[config.mk]
export PLATFORM = sky130hd
export DESIGN_NAME = multi_period_sequencer
export DESIGN_NICKNAME = d
export VERILOG_FILES = /design/src/rtl/multi_period_sequencer_pkg.sv /design/src/rtl/multi_period_decoder.sv /design/src/rtl/multi_period_sequencer.sv
export SDC_FILE = /design/constraint.sdc
export NUM_CORES = 1
export LEC_CHECK = 0
export BUFFER_PORTS_ARGS = -buffer_cell sky130_fd_sc_hd__buf_2
export CELL_PAD_IN_SITES_DETAIL_PLACEMENT = 0
export CELL_PAD_IN_SITES_GLOBAL_PLACEMENT = 1
export CORE_MARGIN = 1.5
export CORE_UTILIZATION = 33
export CTS_BUF_LIST = sky130_fd_sc_hd__clkbuf_8
export DETAILED_ROUTE_END_ITERATION = 12
export PLACE_DENSITY_LB_ADDON = 0.15
export SLEW_MARGIN = 30
export SYNTH_ARGS = -nofsm -noshare
export SYNTH_HDL_FRONTEND = slang
export SYNTH_SLANG_ARGS = --single-unit
export TNS_END_PERCENT = 50
[constraint.sdc]
create_clock -name clk -period 2.91 [get_ports clk]
set_input_delay 0.4365 -clock clk [delete_from_list [all_inputs] [get_ports clk]]
set_output_delay 0.4365 -clock clk [all_outputs]
set_load 0.05 [all_outputs]
[src/rtl/multi_period_sequencer_pkg.sv]
// Shared definitions for the multi-period control sequencer.
// Holds state codes, instruction classes, opcode/funct encodings, ALU op
// codes, fault causes, the packed control-strobe bundle and a small helper
// that picks the state following an instruction boundary.
package multi_period_sequencer_pkg;

  localparam int STATE_LEN = 3;

  typedef enum logic [STATE_LEN-1:0] {
    STATE_IF    = 3'd0,
    STATE_ID    = 3'd1,
    STATE_EX    = 3'd2,
    STATE_MEM   = 3'd3,
    STATE_WB    = 3'd4,
    STATE_HALT  = 3'd5,
    STATE_FAULT = 3'd6
  } state_e;

  typedef enum logic [2:0] {
    CLS_R    = 3'd0,
    CLS_LW   = 3'd1,
    CLS_SW   = 3'd2,
    CLS_BEQ  = 3'd3,
    CLS_J    = 3'd4,
    CLS_ADDI = 3'd5,
    CLS_ILL  = 3'd6
  } instr_class_e;

  localparam logic [5:0] OP_RTYPE = 6'b000000;
  localparam logic [5:0] OP_LW    = 6'b100011;
  localparam logic [5:0] OP_SW    = 6'b101011;
  localparam logic [5:0] OP_BEQ   = 6'b000100;
  localparam logic [5:0] OP_J     = 6'b000010;
  localparam logic [5:0] OP_ADDI  = 6'b001000;

  localparam logic [5:0] FN_ADD = 6'b100000;
  localparam logic [5:0] FN_SUB = 6'b100010;
  localparam logic [5:0] FN_AND = 6'b100100;
  localparam logic [5:0] FN_OR  = 6'b100101;
  localparam logic [5:0] FN_SLT = 6'b101010;

  localparam logic [3:0] ALU_ADD = 4'd0;
  localparam logic [3:0] ALU_SUB = 4'd1;
  localparam logic [3:0] ALU_AND = 4'd2;
  localparam logic [3:0] ALU_OR  = 4'd3;
  localparam logic [3:0] ALU_SLT = 4'd4;

  localparam logic [1:0] FAULT_NONE    = 2'd0;
  localparam logic [1:0] FAULT_IMEM    = 2'd1;
  localparam logic [1:0] FAULT_ILLEGAL = 2'd2;
  localparam logic [1:0] FAULT_DMEM    = 2'd3;

  // Every datapath strobe/select in one bundle so reset can blank them together.
  typedef struct packed {
    logic imem_req;
    logic ir_we;
    logic pc_we;
    logic rf_rd;
    logic rf_wr;
    logic dmem_req;
    logic dmem_we;
    logic reg_dst;
    logic alu_src;
    logic mem_to_reg;
    logic branch_sel;
    logic jump;
  } ctrl_t;

  localparam ctrl_t CTRL_IDLE = 12'h000;

  // halt_req is only looked at when an instruction has finished.
  function automatic state_e boundary_state(input logic halt_req);
    return halt_req ? STATE_HALT : STATE_IF;
  endfunction

endpackage

[src/rtl/multi_period_decoder.sv]
// Combinational instruction decoder.
// Maps opcode/funct to an instruction class, the ALU operation used in EX,
// and an illegal flag (unknown opcode, or R-type with unknown funct).
// Ports:
//   opcode  : opcode field
//   funct   : funct field (only meaningful for R-type)
//   cls     : instruction class
//   alu_op  : ALU operation for EX
//   illegal : instruction not supported
module multi_period_decoder
  import multi_period_sequencer_pkg::*;
#(
  parameter int OPCODE_W = 6,
  parameter int FUNCT_W  = 6,
  parameter int ALU_OP_W = 4
) (
  input  logic [OPCODE_W-1:0] opcode,
  input  logic [FUNCT_W-1:0]  funct,
  output instr_class_e        cls,
  output logic [ALU_OP_W-1:0] alu_op,
  output logic                illegal
);

  // Opcode/funct decode; illegal is the fall-through for anything unknown.
  always_comb begin
    cls     = CLS_ILL;
    alu_op  = ALU_OP_W'(ALU_ADD);
    illegal = 1'b1;
    case (opcode)
      OPCODE_W'(OP_RTYPE): begin
        cls     = CLS_R;
        illegal = 1'b0;
        case (funct)
          FUNCT_W'(FN_ADD): alu_op = ALU_OP_W'(ALU_ADD);
          FUNCT_W'(FN_SUB): alu_op = ALU_OP_W'(ALU_SUB);
          FUNCT_W'(FN_AND): alu_op = ALU_OP_W'(ALU_AND);
          FUNCT_W'(FN_OR):  alu_op = ALU_OP_W'(ALU_OR);
          FUNCT_W'(FN_SLT): alu_op = ALU_OP_W'(ALU_SLT);
          default: begin
            cls     = CLS_ILL;
            illegal = 1'b1;
          end
        endcase
      end
      OPCODE_W'(OP_LW):   begin cls = CLS_LW;   illegal = 1'b0; end
      OPCODE_W'(OP_SW):   begin cls = CLS_SW;   illegal = 1'b0; end
      OPCODE_W'(OP_BEQ):  begin cls = CLS_BEQ;  illegal = 1'b0; alu_op = ALU_OP_W'(ALU_SUB); end
      OPCODE_W'(OP_J):    begin cls = CLS_J;    illegal = 1'b0; end
      OPCODE_W'(OP_ADDI): begin cls = CLS_ADDI; illegal = 1'b0; end
      default: begin
        cls     = CLS_ILL;
        illegal = 1'b1;
      end
    endcase
  end

endmodule

[src/rtl/multi_period_sequencer.sv]
// Multi-cycle control sequencer for the multi-period CPU datapath.
// Walks IF/ID/EX/MEM/WB with variable-latency memory handshakes and a
// wait-cycle timeout, parks in HALT at instruction boundaries on request,
// and locks into FAULT on illegal instructions or memory timeouts.
// Optional macro MULTI_PERIOD_PERF_CNT_EN adds retired-instruction and
// stall-cycle counters; without it those ports are constant 0.
// Ports:
//   clk, rst (async, active-low)
//   opcode, funct, zero, imem_ack, dmem_ack, halt_req : inputs
//   state                                            : current state code
//   imem_req..jump                                   : datapath strobes/selects
//   alu_op                                           : ALU operation
//   busy, fault, fault_code                          : status
//   instr_retired, stall_cycles                      : performance counters
module multi_period_sequencer
  import multi_period_sequencer_pkg::*;
#(
  parameter int OPCODE_W    = 6,
  parameter int FUNCT_W     = 6,
  parameter int ALU_OP_W    = 4,
  parameter int MEM_TIMEOUT = 15
) (
  input  logic                 clk,
  input  logic                 rst,
  input  logic [OPCODE_W-1:0]  opcode,
  input  logic [FUNCT_W-1:0]   funct,
  input  logic                 zero,
  input  logic                 imem_ack,
  input  logic                 dmem_ack,
  input  logic                 halt_req,
  output logic [STATE_LEN-1:0] state,
  output logic                 imem_req,
  output logic                 ir_we,
  output logic                 pc_we,
  output logic                 regfile_read_en,
  output logic                 regfile_write_en,
  output logic                 dmem_req,
  output logic                 dmem_we,
  output logic                 reg_dst,
  output logic                 alu_src,
  output logic                 mem_to_reg,
  output logic                 branch_sel,
  output logic                 jump,
  output logic [ALU_OP_W-1:0]  alu_op,
  output logic                 busy,
  output logic                 fault,
  output logic [1:0]           fault_code,
  output logic [31:0]          instr_retired,
  output logic [31:0]          stall_cycles
);

  // Last wait count that may still be followed by another wait cycle.
  localparam logic [7:0]          TIMEOUT_LAST = 8'(MEM_TIMEOUT - 1);
  localparam logic [ALU_OP_W-1:0] ALU_OP_ADD   = ALU_OP_W'(ALU_ADD);

  state_e              state_q, state_d;
  instr_class_e        cls_q, cls_d, dec_cls_s;
  logic [ALU_OP_W-1:0] alu_op_q, alu_op_d, dec_alu_op_s, alu_op_s;
  logic                dec_illegal_s;
  logic [7:0]          wait_q, wait_d;
  logic [1:0]          fault_code_q, fault_code_d;
  ctrl_t               ctrl_s, ctrl_gated_s;

  multi_period_decoder #(
    .OPCODE_W (OPCODE_W),
    .FUNCT_W  (FUNCT_W),
    .ALU_OP_W (ALU_OP_W)
  ) u_decoder (
    .opcode  (opcode),
    .funct   (funct),
    .cls     (dec_cls_s),
    .alu_op  (dec_alu_op_s),
    .illegal (dec_illegal_s)
  );

  // State, latched instruction class/ALU op, ack wait counter and fault cause.
  always_ff @(posedge clk or negedge rst) begin
    if (!rst) begin
      state_q      <= STATE_IF;
      cls_q        <= CLS_R;
      alu_op_q     <= ALU_OP_ADD;
      wait_q       <= 8'd0;
      fault_code_q <= FAULT_NONE;
    end else begin
      state_q      <= state_d;
      cls_q        <= cls_d;
      alu_op_q     <= alu_op_d;
      wait_q       <= wait_d;
      fault_code_q <= fault_code_d;
    end
  end

  // Next-state and control-strobe decode.
  always_comb begin
    state_d      = state_q;
    cls_d        = cls_q;
    alu_op_d     = alu_op_q;
    wait_d       = wait_q;
    fault_code_d = fault_code_q;
    ctrl_s       = CTRL_IDLE;
    alu_op_s     = ALU_OP_ADD;
    case (state_q)
      STATE_IF: begin
        ctrl_s.imem_req = 1'b1;
        // An ack on the timeout cycle is checked first, so it wins.
        if (imem_ack) begin
          ctrl_s.ir_we = 1'b1;
          state_d      = STATE_ID;
        end else if (wait_q == TIMEOUT_LAST) begin
          state_d      = STATE_FAULT;
          fault_code_d = FAULT_IMEM;
        end else begin
          wait_d = wait_q + 8'd1;
        end
      end
      STATE_ID: begin
        ctrl_s.rf_rd = 1'b1;
        cls_d        = dec_cls_s;
        alu_op_d     = dec_alu_op_s;
        if (dec_illegal_s) begin
          state_d      = STATE_FAULT;
          fault_code_d = FAULT_ILLEGAL;
        end else if (dec_cls_s == CLS_J) begin
          ctrl_s.jump  = 1'b1;
          ctrl_s.pc_we = 1'b1;
          state_d      = boundary_state(halt_req);
        end else begin
          state_d = STATE_EX;
        end
      end
      STATE_EX: begin
        alu_op_s       = alu_op_q;
        ctrl_s.alu_src = (cls_q == CLS_LW) || (cls_q == CLS_SW) || (cls_q == CLS_ADDI);
        case (cls_q)
          CLS_BEQ: begin
            ctrl_s.pc_we      = 1'b1;
            ctrl_s.branch_sel = zero;
            state_d           = boundary_state(halt_req);
          end
          CLS_LW, CLS_SW: state_d = STATE_MEM;
          default:        state_d = STATE_WB;
        endcase
      end
      STATE_MEM: begin
        ctrl_s.dmem_req = 1'b1;
        ctrl_s.dmem_we  = (cls_q == CLS_SW);
        if (dmem_ack) begin
          if (cls_q == CLS_SW) begin
            ctrl_s.pc_we = 1'b1;
            state_d      = boundary_state(halt_req);
          end else begin
            state_d = STATE_WB;
          end
        end else if (wait_q == TIMEOUT_LAST) begin
          state_d      = STATE_FAULT;
          fault_code_d = FAULT_DMEM;
        end else begin
          wait_d = wait_q + 8'd1;
        end
      end
      STATE_WB: begin
        ctrl_s.rf_wr      = 1'b1;
        ctrl_s.pc_we      = 1'b1;
        ctrl_s.reg_dst    = (cls_q == CLS_R);
        ctrl_s.mem_to_reg = (cls_q == CLS_LW);
        state_d           = boundary_state(halt_req);
      end
      STATE_HALT: begin
        if (halt_req) begin
          state_d = STATE_HALT;
        end else begin
          state_d = STATE_IF;
        end
      end
      STATE_FAULT: state_d = STATE_FAULT;
      default: begin
        // Unused encoding: treat as corruption and lock up.
        state_d      = STATE_FAULT;
        fault_code_d = FAULT_ILLEGAL;
      end
    endcase
    if (state_d != state_q) begin
      wait_d = 8'd0;
    end else begin
      wait_d = wait_d;
    end
  end

  // Reset blanks every strobe immediately, even though IF would request a fetch.
  assign ctrl_gated_s = rst ? ctrl_s : CTRL_IDLE;

  assign state            = state_q;
  assign imem_req         = ctrl_gated_s.imem_req;
  assign ir_we            = ctrl_gated_s.ir_we;
  assign pc_we            = ctrl_gated_s.pc_we;
  assign regfile_read_en  = ctrl_gated_s.rf_rd;
  assign regfile_write_en = ctrl_gated_s.rf_wr;
  assign dmem_req         = ctrl_gated_s.dmem_req;
  assign dmem_we          = ctrl_gated_s.dmem_we;
  assign reg_dst          = ctrl_gated_s.reg_dst;
  assign alu_src          = ctrl_gated_s.alu_src;
  assign mem_to_reg       = ctrl_gated_s.mem_to_reg;
  assign branch_sel       = ctrl_gated_s.branch_sel;
  assign jump             = ctrl_gated_s.jump;
  assign alu_op           = rst ? alu_op_s : ALU_OP_ADD;
  assign busy             = (state_q != STATE_HALT) && (state_q != STATE_FAULT);
  assign fault            = (state_q == STATE_FAULT);
  assign fault_code       = fault_code_q;

`ifdef MULTI_PERIOD_PERF_CNT_EN
  logic [31:0] instr_retired_q, stall_cycles_q;
  logic        stall_s;

  assign stall_s = ((state_q == STATE_IF)  && !imem_ack) ||
                   ((state_q == STATE_MEM) && !dmem_ack);

  // Retired-instruction and ack-stall counters, free-running with wrap.
  always_ff @(posedge clk or negedge rst) begin
    if (!rst) begin
      instr_retired_q <= 32'd0;
      stall_cycles_q  <= 32'd0;
    end else begin
      if (ctrl_gated_s.pc_we) begin
        instr_retired_q <= instr_retired_q + 32'd1;
      end
      if (stall_s) begin
        stall_cycles_q <= stall_cycles_q + 32'd1;
      end
    end
  end

  assign instr_retired = instr_retired_q;
  assign stall_cycles  = stall_cycles_q;
`else
  assign instr_retired = 32'd0;
  assign stall_cycles  = 32'd0;
`endif

endmodule

Word-level counts from Yosys, hierarchy flattened:

Index checks and enable logic that the tools add are counted.

* muxes and demuxes: 46
* divide/modulo/power cells: 0
* magnitude comparators: 0
* equality and inequality tests: 32
* add/subtract/negate cells: 1
* bitwise logic cells: 1
* shifts and indexed selects: 0
* reductions and logical operators: 14
* multiply operators: 0

Operators by type and width (count)
* $eq 6x6->1 const B: 7
* $mux 8: 4
* $mux 3: 8
* $pmux 3 s6: 1
* $pmux 8 s2: 1
* $eq 3x3->1 const B: 5
* $mux 1: 15
* $pmux 3 s5: 1
* $mux 2: 7
* $eq 3x2->1 const B: 4
* $mux 12: 1
* $ne 3x3->1 const B: 4
* $pmux 3 s4: 1
* $ne 2x2->1 const B: 5
* $reduce_or 5->1: 2
* $add 8x1->8 const B: 1
* $eq 8x4->1 const B: 1
* $mux 4: 2
* $pmux 2 s4: 1
* $pmux 4 s2: 1
* $eq 3x1->1 const B: 2
* $eq 6x2->1 const B: 1
* $eq 6x3->1 const B: 1
* $eq 6x4->1 const B: 1
* other kinds (14): 17

* memory bits (read-only): 0
* output and inout bits: 87
* register bits: 20
* bits in writable memories: 0
* latch bits: 0
* memories: 0
* logic and storage cells: 99

Logic depth before layout (Yosys ltp):

* depth after elaboration: 11
* depth in mapped cells: 8

Modules after synthesis:

A second synthesis with hierarchy kept.

* cells, all modules: 253
* area total of the unflattened synthesis: 2155.8 um^2

Modules (own cells, without submodules)
* multi_period_sequencer: times used 1, area each 1893.1 um^2, seq. area each 500.5 um^2, cells an instance 216
* multi_period_decoder: times used 1, area each 262.8 um^2, seq. area each 0.0 um^2, cells an instance 37

Least setup slack after synthesis:

No wires, ideal clock.

* path kind: reg2out
* from: register state_q[0] (netlist: state[0])
* to: output port jump
* setup slack: -0.142 ns
* stages on the path, launching flop included: 7
* arrival: 2.616 ns
* path buffers: 3
* required time: 2.474 ns
* cells stage by stage: dfrtp_1 buf_6 inv_1 buf_2 or3_1 clkbuf_1 nor3_1

* longest elaborated chain between the ends: 3

Ends and longest elaborated chain
* from (decl): line multi_period_sequencer.sv:56 `state_e state_q, state_d;`
* from (signal assigned): line multi_period_sequencer.sv:85 `state_q <= state_d;`
* $eq 3x1->1: line multi_period_sequencer.sv:102 `case (state_q)`
* $mux 1: line multi_period_sequencer.sv:102
* $mux 12: line multi_period_sequencer.sv:190 `assign ctrl_gated_s = rst ? ctrl_s : CTRL_IDLE;`
* to (decl): line multi_period_sequencer.sv:43 `output logic jump,`

No other way between the ends.

Worst setup path in the final report:

* from: register state_q[2] (netlist: state[2])
* to: output port pc_we

* longest elaborated chain between the ends: 3
* elaborated cells between the ends (all ways): 6
* those cells by class: eq/ne: 4; mux: 2

Ends and longest elaborated chain
* $eq 3x3->1, or another cell as far along: line multi_period_sequencer.sv:102
* $pmux 1 s4 (*): line multi_period_sequencer.sv:102
* $mux 12 (*): line multi_period_sequencer.sv:190
* to (decl): line multi_period_sequencer.sv:34 `output logic pc_we,`

Every way passes the cells marked *; elsewhere a longest branch is shown, timed or not.

==> metrics <==
count of flip-flops with a built-in enable after synthesis=0; Via-to-Cell Ratio=~4.5; die outline width=82.9 um; clock sink count=19; maximum fanout encountered on the critical timing path=20; post-synthesis compound-gate area fraction=13.5%; slew margin rel.=~60%; length in cells of the worst reg-to-reg path=6; wire length of the first global-routing pass=between 7000 and 8000 um; insertion delay of the later-clocked pin in the worst-skew pair=0.25 ns; number of buffers inserted for hold repair after clock tree synthesis=0; Initial Utilization=a little over a third; overall via count from detail_route=1665; global-route congestion overflow total=0; result of the run=completed; vias in the first global route=1449; residual DRC count=0; fill count=approximately 670; number of distinct standard cells referenced by the synthesized netlist=51; Highest Clock Rate=385 MHz; end point of the critical path=pc_we; commonest cells after routing, fill and taps aside=conb_1, buf_2, nor2_1; routed len/inst=12.2 um; Post-DP HPWL=3650 um; maximum number of pins on one net before global-route repair=23; fraction of the mapped netlist area in adder cells=1.19%; crit path kind=reg -> out; standard cell core area=~6000 sq um; commonest non-fill, non-tap cell in the layout=conb_1; sum of negative setup slack=0 ns; count of H-tree levels built during CTS=1; WL final=approximately 4500 um; synthesized-area fraction occupied by xor and xnor cells=4.16%; clock root buffer=clkbuf_8; worst endpoint data arrival time=2.16 ns; Clock Pin Slew Worst Setup and Hold Paths=roughly 0.080 ns; final cell utilization of the core=a little over a third; placer congestion estimate=0.756; cell area after synthesis=2110 sq um; power density over cell area=roughly 760 nW/um^2; overall fraction of global-route tracks in use=12.9%; first-iteration detailed-routing DRC count=90; cell row count=28; n_diodes=0; Initial DRT Pass Iterations=4; Final #Nets=317; synthesized area per cell=8.14 sq um; r2r startpoint=state[2]; setup repair after global routing missed its margin=false; DIE HEIGHT=82.9 um; Final Power=between 1.5 and 2 mW; count of nets left with antenna violations after detail routing=0; proportion of register bits with asynchronous set or reset after synthesis=100%; Cell Area, Placed=2120 sq um; count of pins over their slew limit=0; CTS tree=done; endpoint required time on the critical path=2.47 ns; post-synthesis instance total=259; worst-margin pin slew=0.598 ns; largest family of logic cells by synthesized area=simple AND/OR/NAND/NOR gates; area fraction in and, or, nand and nor cells after synthesis=roughly 29%; final cell count without fillers=roughly 370; CP Launch Point=state[2]; CP endpoint kind=output port; post-route fraction of the period consumed by the critical path=89.2%; IR drop worst, VDD=0.000351 V; I/O pin cnt=105; antenna violations before repair=0; Final Hold Vio Count=0; Static Leakage=1.05 nW; # setup viols final=0; endpoint of the worst register-to-register path=wait_q[3]; startpoint types=flip-flop; final setup margin=0.314 ns; cell area after layout=about 2200 sq um; Yosys warnings=0; Syn-to-layout area delta=2.97%; setup slack of the most critical reg-to-reg path=0.42 ns; number of maximum-capacitance violations=0; sequential element share of the synthesized area=22.6%; fraction of final layout cells sized beyond drive strength 1=23.3%; worst slack, placed=0.426 ns; total clock buffers created by CTS=3; dominant register cell in the synthesized netlist=dfrtp_1; worst hold path class=in -> async; post-placement cell count=367; multiplexer share of the synthesized area=1.01%; count of buffers inserted at the top-level ports=39; fin crit period=2.60 ns; worst-case hold slack=~0.17 ns; synthesis-stage register bit count=19; area of the die=just under 7000 sq um; final clock skew=0.00222 ns; deepest clock path buffer count=2
==> synthesized netlist by cell type, types with 3 or more instances <==
master     n  share of area (%)
a21oi_1    6                1.4
a31oi_1    4                1.2
and2_1     5                1.5
and3_1     5                1.5
and4_1     3                1.2
buf_2      4               0.95
buf_4     66                 24
buf_6      3                1.6
dfrtp_1   19                 23
inv_1     10                1.8
nand2_1   20                3.6
nand3_1    6                1.4
nand4_1    3               0.89
nand4b_1   3                1.2
nor2_1    26                4.6
nor2b_1    4                1.2
nor3_1     6                1.4
nor4_1     5                1.5
nor4b_2    3                2.1
o21ai_0    9                2.1
xnor2_1    4                1.7
xor2_1     6                2.5
==> routing by layer <==
layer	global-route usage [%]	wire length, um	vias to the layer above	part of all wire [%]
met4	2.27	11	0	0.24
met3	2.29	259	2	5.7
li1	-	-	840	-
met5	0	0	-	0
met1	18.3	2110	758	46
met2	20.8	2160	65	48
==> worst max-delay path, stage by stage (launching register included) <==
cell     delay (ns)
dfrtp_1        0.60
nor2b_1        0.39
nand2_1        0.18
nor2_1         0.21
nand2_1        0.08
a31oi_1        0.15
buf_2          0.28
==> logic make-up (layout without fill, tap and decap cells) <==
logic type                 after synthesis  after routing
adders and majority gates                2              2
AOI/OAI and AO/OA                       35             35
xor gates and xnor gates                10             10
and+or+nand+nor                        105            105
DFF                                     19             19
other                                    1             65
buffers and inverters                   85             58
muxes                                    2              2
==> where the power goes <==
part	total (mW)	internal [mW]	leakage [nW]	switching [mW]
Sequential	0.437	0.314	0.243	0.123
Clock	0.188	0.0952	0.0255	0.0926
Combinational	1.04	0.291	0.781	0.744
==> flip-flops by register name (all words and copies together) (netlist names) <==
register,count
alu_op_q,3
wait_q,8
cls_q,3
fault_code,2
state,3
==> how the worst min path moves through the flow <==
stage                start     endpoint  slack (ns)
2_1_floorplan          rst  alu_op_q[0]        0.14
3_3_place_gp   alu_op_q[1]  alu_op_q[1]        0.45
3_5_place_dp           rst    wait_q[3]        0.46
4_1_cts                rst    wait_q[3]        0.18
5_1_grt                rst    wait_q[3]        0.20
6_report               rst    wait_q[3]        0.17
==> timing repair <==
action	in CTS	in global routing
setup buffers	0	0
resized for setup	0	1
endpoints found under the setup margin	0	1
==> final cells by class <==
class | count | area, sq um | area share [%]
clock buffers | 3 | 41.3 | 1.90
repair buffers | 44 | 233 | 10.7
well taps | 75 | 93.8 | 4.33
multi-input cells | 219 | 1280 | 59.1
flip-flops and latches | 19 | 477 | 22.0
clock inverters | 1 | 5.00 | 0.231
inverters | 10 | 37.5 | 1.73
Power figures use the tool's default switching activity.
